[src/rtl/mem_seq_ctrl.sv]
// mem_seq_ctrl: sequencer for the byte-wide data memory feeding the systolic array.
// Loads a block from an upstream valid/ready byte stream into memory, streams a
// block back out one byte per cycle (covering the memory's 1-cycle registered read
// latency) and rejects empty or out-of-range transfers with an err pulse.
//
// Optional feature: define MEM_SEQ_CTRL_CLEAR_EN to enable the CLEAR operation
// (zero-fill of the whole memory). Without it clear_start is ignored.
//
// Ports:
//   clk, rst                     clock, asynchronous active-high reset
//   load_start/base/len          load request (sampled in IDLE)
//   in_valid, in_data, in_ready  upstream byte stream
//   stream_start/base/len        stream request (sampled in IDLE)
//   clear_start                  memory clear request
//   out_valid/out_data/out_last  byte stream toward the array
//   busy, done, err              status; done/err are one-cycle pulses
//   mem_*                        exclusive write/read ports of the data memory
module mem_seq_ctrl #(
  parameter int unsigned ADDR_W = 14,
  parameter int unsigned DATA_W = 8,
  parameter int unsigned DEPTH  = 2500
) (
  input  logic              clk,
  input  logic              rst,
  input  logic              load_start,
  input  logic [ADDR_W-1:0] load_base,
  input  logic [ADDR_W-1:0] load_len,
  input  logic              in_valid,
  input  logic [DATA_W-1:0] in_data,
  output logic              in_ready,
  input  logic              stream_start,
  input  logic [ADDR_W-1:0] stream_base,
  input  logic [ADDR_W-1:0] stream_len,
  input  logic              clear_start,
  output logic              out_valid,
  output logic [DATA_W-1:0] out_data,
  output logic              out_last,
  output logic              busy,
  output logic              done,
  output logic              err,
  output logic              mem_wr_enable,
  output logic [ADDR_W-1:0] mem_write_select,
  output logic [DATA_W-1:0] mem_write_data,
  output logic [ADDR_W-1:0] mem_read_select,
  input  logic [DATA_W-1:0] mem_read_data
);

  localparam logic [2:0] StIdle   = 3'd0;
  localparam logic [2:0] StLoad   = 3'd1;
  localparam logic [2:0] StStream = 3'd2;
  localparam logic [2:0] StDrain  = 3'd3;
`ifdef MEM_SEQ_CTRL_CLEAR_EN
  localparam logic [2:0] StClear  = 3'd4;
`endif

  localparam logic [ADDR_W:0]   DepthW    = (ADDR_W + 1)'(DEPTH);
  localparam logic [ADDR_W-1:0] DepthLast = ADDR_W'(DEPTH - 1);
  localparam logic [ADDR_W-1:0] One       = ADDR_W'(1);

  logic [2:0]        state_q, state_d;
  logic [ADDR_W-1:0] base_q, base_d;
  logic [ADDR_W-1:0] len_q, len_d;
  logic [ADDR_W-1:0] cnt_q, cnt_d;
  logic              done_q, done_d;
  logic              err_q, err_d;
  logic              out_valid_q, out_valid_d;
  logic              out_last_q, out_last_d;

  // Range check at ADDR_W+1 bits so base+len cannot wrap into a legal value.
  logic [ADDR_W:0]   load_end, stream_end;
  logic              load_ok, stream_ok;
  logic [ADDR_W-1:0] addr;
  logic              last_cnt;

  assign load_end   = {1'b0, load_base} + {1'b0, load_len};
  assign stream_end = {1'b0, stream_base} + {1'b0, stream_len};
  assign load_ok    = (load_len != '0) && (load_end <= DepthW);
  assign stream_ok  = (stream_len != '0) && (stream_end <= DepthW);
  assign addr       = base_q + cnt_q;
  assign last_cnt   = (cnt_q == (len_q - One));

`ifndef MEM_SEQ_CTRL_CLEAR_EN
  logic unused_clear_start;
  assign unused_clear_start = clear_start;
`endif

  always_comb begin
    state_d     = state_q;
    base_d      = base_q;
    len_d       = len_q;
    cnt_d       = cnt_q;
    done_d      = 1'b0;
    err_d       = 1'b0;
    out_valid_d = 1'b0;
    out_last_d  = 1'b0;
    case (state_q)
      StIdle: begin
        cnt_d = '0;
`ifdef MEM_SEQ_CTRL_CLEAR_EN
        if (clear_start) begin
          state_d = StClear;
        end else
`endif
        if (load_start) begin
          if (load_ok) begin
            state_d = StLoad;
            base_d  = load_base;
            len_d   = load_len;
          end else begin
            err_d = 1'b1;
          end
        end else if (stream_start) begin
          if (stream_ok) begin
            state_d = StStream;
            base_d  = stream_base;
            len_d   = stream_len;
          end else begin
            err_d = 1'b1;
          end
        end
      end
      StLoad: begin
        if (in_valid) begin
          cnt_d = cnt_q + One;
          if (last_cnt) begin
            state_d = StIdle;
            done_d  = 1'b1;
            cnt_d   = '0;
          end
        end
      end
      StStream: begin
        // Read issued this cycle returns next cycle, hence registered valid/last.
        out_valid_d = 1'b1;
        out_last_d  = last_cnt;
        cnt_d       = cnt_q + One;
        if (last_cnt) begin
          state_d = StDrain;
          cnt_d   = '0;
        end
      end
      StDrain: begin
        state_d = StIdle;
        done_d  = 1'b1;
      end
`ifdef MEM_SEQ_CTRL_CLEAR_EN
      StClear: begin
        cnt_d = cnt_q + One;
        if (cnt_q == DepthLast) begin
          state_d = StIdle;
          done_d  = 1'b1;
          cnt_d   = '0;
        end
      end
`endif
      default: state_d = StIdle;
    endcase
  end

  always_ff @(posedge clk or posedge rst) begin
    if (rst) begin
      state_q     <= StIdle;
      base_q      <= '0;
      len_q       <= '0;
      cnt_q       <= '0;
      done_q      <= 1'b0;
      err_q       <= 1'b0;
      out_valid_q <= 1'b0;
      out_last_q  <= 1'b0;
    end else begin
      state_q     <= state_d;
      base_q      <= base_d;
      len_q       <= len_d;
      cnt_q       <= cnt_d;
      done_q      <= done_d;
      err_q       <= err_d;
      out_valid_q <= out_valid_d;
      out_last_q  <= out_last_d;
    end
  end

  // Memory ports are decoded straight from state so reset drops them at once.
  always_comb begin
    in_ready         = (state_q == StLoad);
    mem_wr_enable    = 1'b0;
    mem_write_select = '0;
    mem_write_data   = '0;
    mem_read_select  = '0;
    if (state_q == StLoad) begin
      mem_wr_enable    = in_valid;
      mem_write_select = addr;
      mem_write_data   = in_data;
    end
`ifdef MEM_SEQ_CTRL_CLEAR_EN
    if (state_q == StClear) begin
      mem_wr_enable    = 1'b1;
      mem_write_select = cnt_q;
    end
`endif
    if (state_q == StStream) begin
      mem_read_select = addr;
    end
  end

  assign busy      = (state_q != StIdle);
  assign done      = done_q;
  assign err       = err_q;
  assign out_valid = out_valid_q;
  assign out_last  = out_last_q;
  assign out_data  = mem_read_data;

endmodule

[config.mk]
export PLATFORM = sky130hd
export DESIGN_NAME = mem_seq_ctrl
export DESIGN_NICKNAME = d
export VERILOG_FILES = /design/src/rtl/mem_seq_ctrl.sv
export SDC_FILE = /design/constraint.sdc
export NUM_CORES = 1
export LEC_CHECK = 0
export CAP_MARGIN = 15
export CORE_ASPECT_RATIO = 1.1
export CORE_MARGIN = 1.5
export CORE_UTILIZATION = 45
export DETAILED_ROUTE_END_ITERATION = 10
export MAX_ROUTING_LAYER = met4
export PLACE_DENSITY = 0.74
export SLEW_MARGIN = 15
export SYNTH_ARGS = -nofsm -noshare
export SYNTH_HDL_FRONTEND = slang
export SYNTH_SLANG_ARGS = --single-unit
[constraint.sdc]
create_clock -name clk -period 3.7 [get_ports clk]
set_clock_uncertainty 0.05 [all_clocks]
set_input_delay 0.74 -clock clk [delete_from_list [all_inputs] [get_ports clk]]
set_output_delay 0.74 -clock clk [all_outputs]
set_load 0.05 [all_outputs]
==> qor.txt <==
Pin count of the biggest net entering global routing: 49
Final Slew Violations: 0
Final net count: 934
Total global routing overflow: 0
Hold buffers post-CTS: 0
Rows: 41
CP arrival: 3.80 ns
Core box area: 11500 um2
WL final: 16.5 mm
Hold path depth: 1
Worst VDD drop: 0.521 mV
Endpoints failing setup: 0
Reg2reg path depth: 11
Clock Latency Late Sink: 0.29 ns
GR peak layer: met2
DRC errors left: 0
Placed cell areas: 7230 um2
Worst reg-to-reg setup slack: 0.28 ns
RSZ-0062 raised after global routing: yes
PwrDens: 550 nW/um2
All-Layer GR Usage: 0.265
Wire per inst: 17.3 um
Post-Syn Area per Cell: 8.72 um2
Initial DRT Pass Iterations: 5
Fill cells: 877
Starting density of the core: 0.462
Crit path launch type: input port
Number of synthesized register bits: 48
Post-synth EDFFs: 0
Sink Count: 48
Sequential fraction of the synthesis area: 0.226
I/O Pins: 129
Hold WS: 0.485 ns
Max Fclk: 272 MHz
Area of the multi-input gates: 4150 um2
Dpl cells: 927
Core Util, Final: 0.692
Antenna viol nets, final: 0
Leakage Power: 3.59 nW
Seq. cell area: 1200 um2
CTS root buf: clkbuf_16
First-pass GRT wire length: 25.7 mm
Syn Nets: 738
Synth Cell Area: 5310 um2
CTS buffer count: 5
Hold crit path type: flip-flop to flip-flop
Hold_sp: len_q[13]
CP Data Required Time: 3.82 ns
Outcome: completed
Vias in the first global route: 5341
Die X: 107 um
FF-to-FF End: cnt_q[5]
CTS tree: built
Die Area: 12500 um2
Fin area: 7960 um2
Max-slew headroom: 0.539
Worst hold endpoint: len_q[13]
Port bufs: 111
Kind of critical path: input port to flip-flop
GR Util met2: 0.467
Reg clk slew, reported paths: 0.06 ns
Maximum Capacitance Violations: 0
Share of layout cells above drive strength 1: 0.302
Area delta synth->final: 49.9%
Via density: 5.73
Final RePlAce weighted congestion: 0.918
Fin. Hold Viols: 0
Crit path max fanout: 4
Number of diodes: 0
Met1 usage: 0.323
Met3 usage: 0.0277
Max clock buf depth: 2
Non-filler cells in the finished layout: 955
Reg2Reg Launch Point: len_q[0]
DP HPWL: 12.7 mm
Tmin final: 3.68 ns
Critical path capture point type: flip-flop
Synthesized instance count: 609
Crit share post-route: 0.993
Starting DRC count in detailed routing: 344
Antenna violations before repair: 0
Vias: 5476
Async SR Flop Fraction: 1.00
Main synth FF type: dfrtp_1
Die height: 117 um
Synth warn: 0
Synth cell types: 69
Worst-Margin Slew: 0.691 ns
H-tree depth: 2
layer usage:
metal / part of all wire / routed length [um]
met1: 0.42 / 6960
met2: 0.50 / 8210
met3: 0.051 / 838
met4: 0.028 / 465
met5: 0 / 0
placed cells by master (no fill, tap or decap), types with 14 or more instances in the layout:
| cell | synthesis | layout |
|---|---|---|
| ha_1 | 48 | 41 |
| nand2_1 | 23 | 23 |
| clkdlybuf4s50_1 | 0 | 80 |
| a21oi_1 | 32 | 26 |
| buf_4 | 8 | 98 |
| nor3_1 | 17 | 17 |
| a21o_1 | 14 | 14 |
| dfrtp_1 | 48 | 48 |
| xnor2_1 | 25 | 25 |
| nand3_1 | 17 | 16 |
| buf_12 | 0 | 21 |
| and2_1 | 40 | 35 |
| o21ai_0 | 31 | 23 |
| mux2_2 | 53 | 50 |
| o21ai_1 | 11 | 16 |
| nor2_1 | 42 | 41 |
| inv_1 | 24 | 23 |
cell usage after synthesis, types with 4 or more instances:
cell type  count  area share
a211oi_1       8       0.011
a21o_1        14       0.020
a21oi_1       32       0.030
a31oi_1        4      0.0047
and2_1        40       0.047
and3_1        14       0.016
buf_4          8       0.011
buf_6          4      0.0085
clkbuf_1      10      0.0071
dfrtp_1       48        0.23
ha_1          48        0.11
inv_1         24       0.017
mux2_2        53        0.11
mux2i_1        6       0.011
nand2_1       23       0.016
nand2b_1       9       0.011
nand3_1       17       0.016
nand4_1        4      0.0047
nor2_1        42       0.030
nor3_1        17       0.016
nor4_1        14       0.016
o211a_1        4      0.0075
o211ai_1       5      0.0071
o21a_1         6      0.0085
o21ai_0       31       0.029
o21ai_1       11       0.010
o31ai_1        5      0.0071
or3_1          5      0.0059
xnor2_1       25       0.041
xor2_1        11       0.018
cell type report:
cell class                      count  area share
Inverter                           24      0.0113
Clock buffer                        5      0.0157
Tap cell                          150      0.0236
Timing Repair Buffer              214       0.269
Multi-Input combinational cell    512       0.521
Sequential cell                    48       0.151
Clock inverter                      2     0.00755
flip-flops by register name (all words and copies together), names as in the netlist:
name       cells
err            1
out_valid      1
len_q         14
base_q        14
out_last       1
state_q        2
done           1
cnt_q         14
critical path, stage by stage:
cell and delay, ns:
clkdlybuf4s15_1 0.19, ha_2 0.21, fa_2 0.39, a211o_4 0.38, a2111oi_4 0.32, o21bai_1 0.13
a21oi_1 0.17, o211a_1 0.19, o21ai_2 0.08, and3_4 0.20, buf_12 0.13, o21ai_4 0.18
buf_6 0.15, mux2_2 0.32
power by group:
group          switching, mW  internal (mW)  leakage (nW)  total [mW]
clock network          0.188          0.383        0.0899       0.571
logic                   1.61           1.26          2.88        2.87
registers              0.223          0.705         0.620       0.928
per-stage QoR:
step / worst slack [ns] / power [mW] / setup TNS [ns]
after floorplan: 0.0307 / 2.73 / 0
after global placement: -0.776 / 3.51 / -22.13
after detailed placement: -0.900 / 3.61 / -25.81
after CTS: 0.00301 / 4.29 / 0
after global routing: -0.0943 / 4.64 / -1.95
final: 0.0248 / 4.37 / 0
logic make-up after synthesis:
group,Yosys count,share of synthesized area
simple gates,212,0.224
compound gates,152,0.194
mux,59,0.124
buf+inv,51,0.0481
fa+ha+maj,51,0.124
flops,48,0.226
xor+xnor,36,0.0594
what timing repair did:
item | 4_1_cts | 5_1_grt
cloned | 3 | 0
endpoints found under the setup margin | 36 | 36
pin swaps | 20 | 28
setup buffers | 10 | 8
resized for setup | 40 | 36
worst max-delay path by stage:
stage,startpoint,to,cells after the start
after floorplan,stream_base[0],base_q[10],12
after global placement,stream_base[0],base_q[0],11
after detailed placement,load_len[0],len_q[3],13
after CTS,base_q[0],mem_read_select[12],12
after global routing,cnt_q[0],mem_write_select[12],12
final,stream_len[0],base_q[5],14
Power figures use the tool's default switching activity.
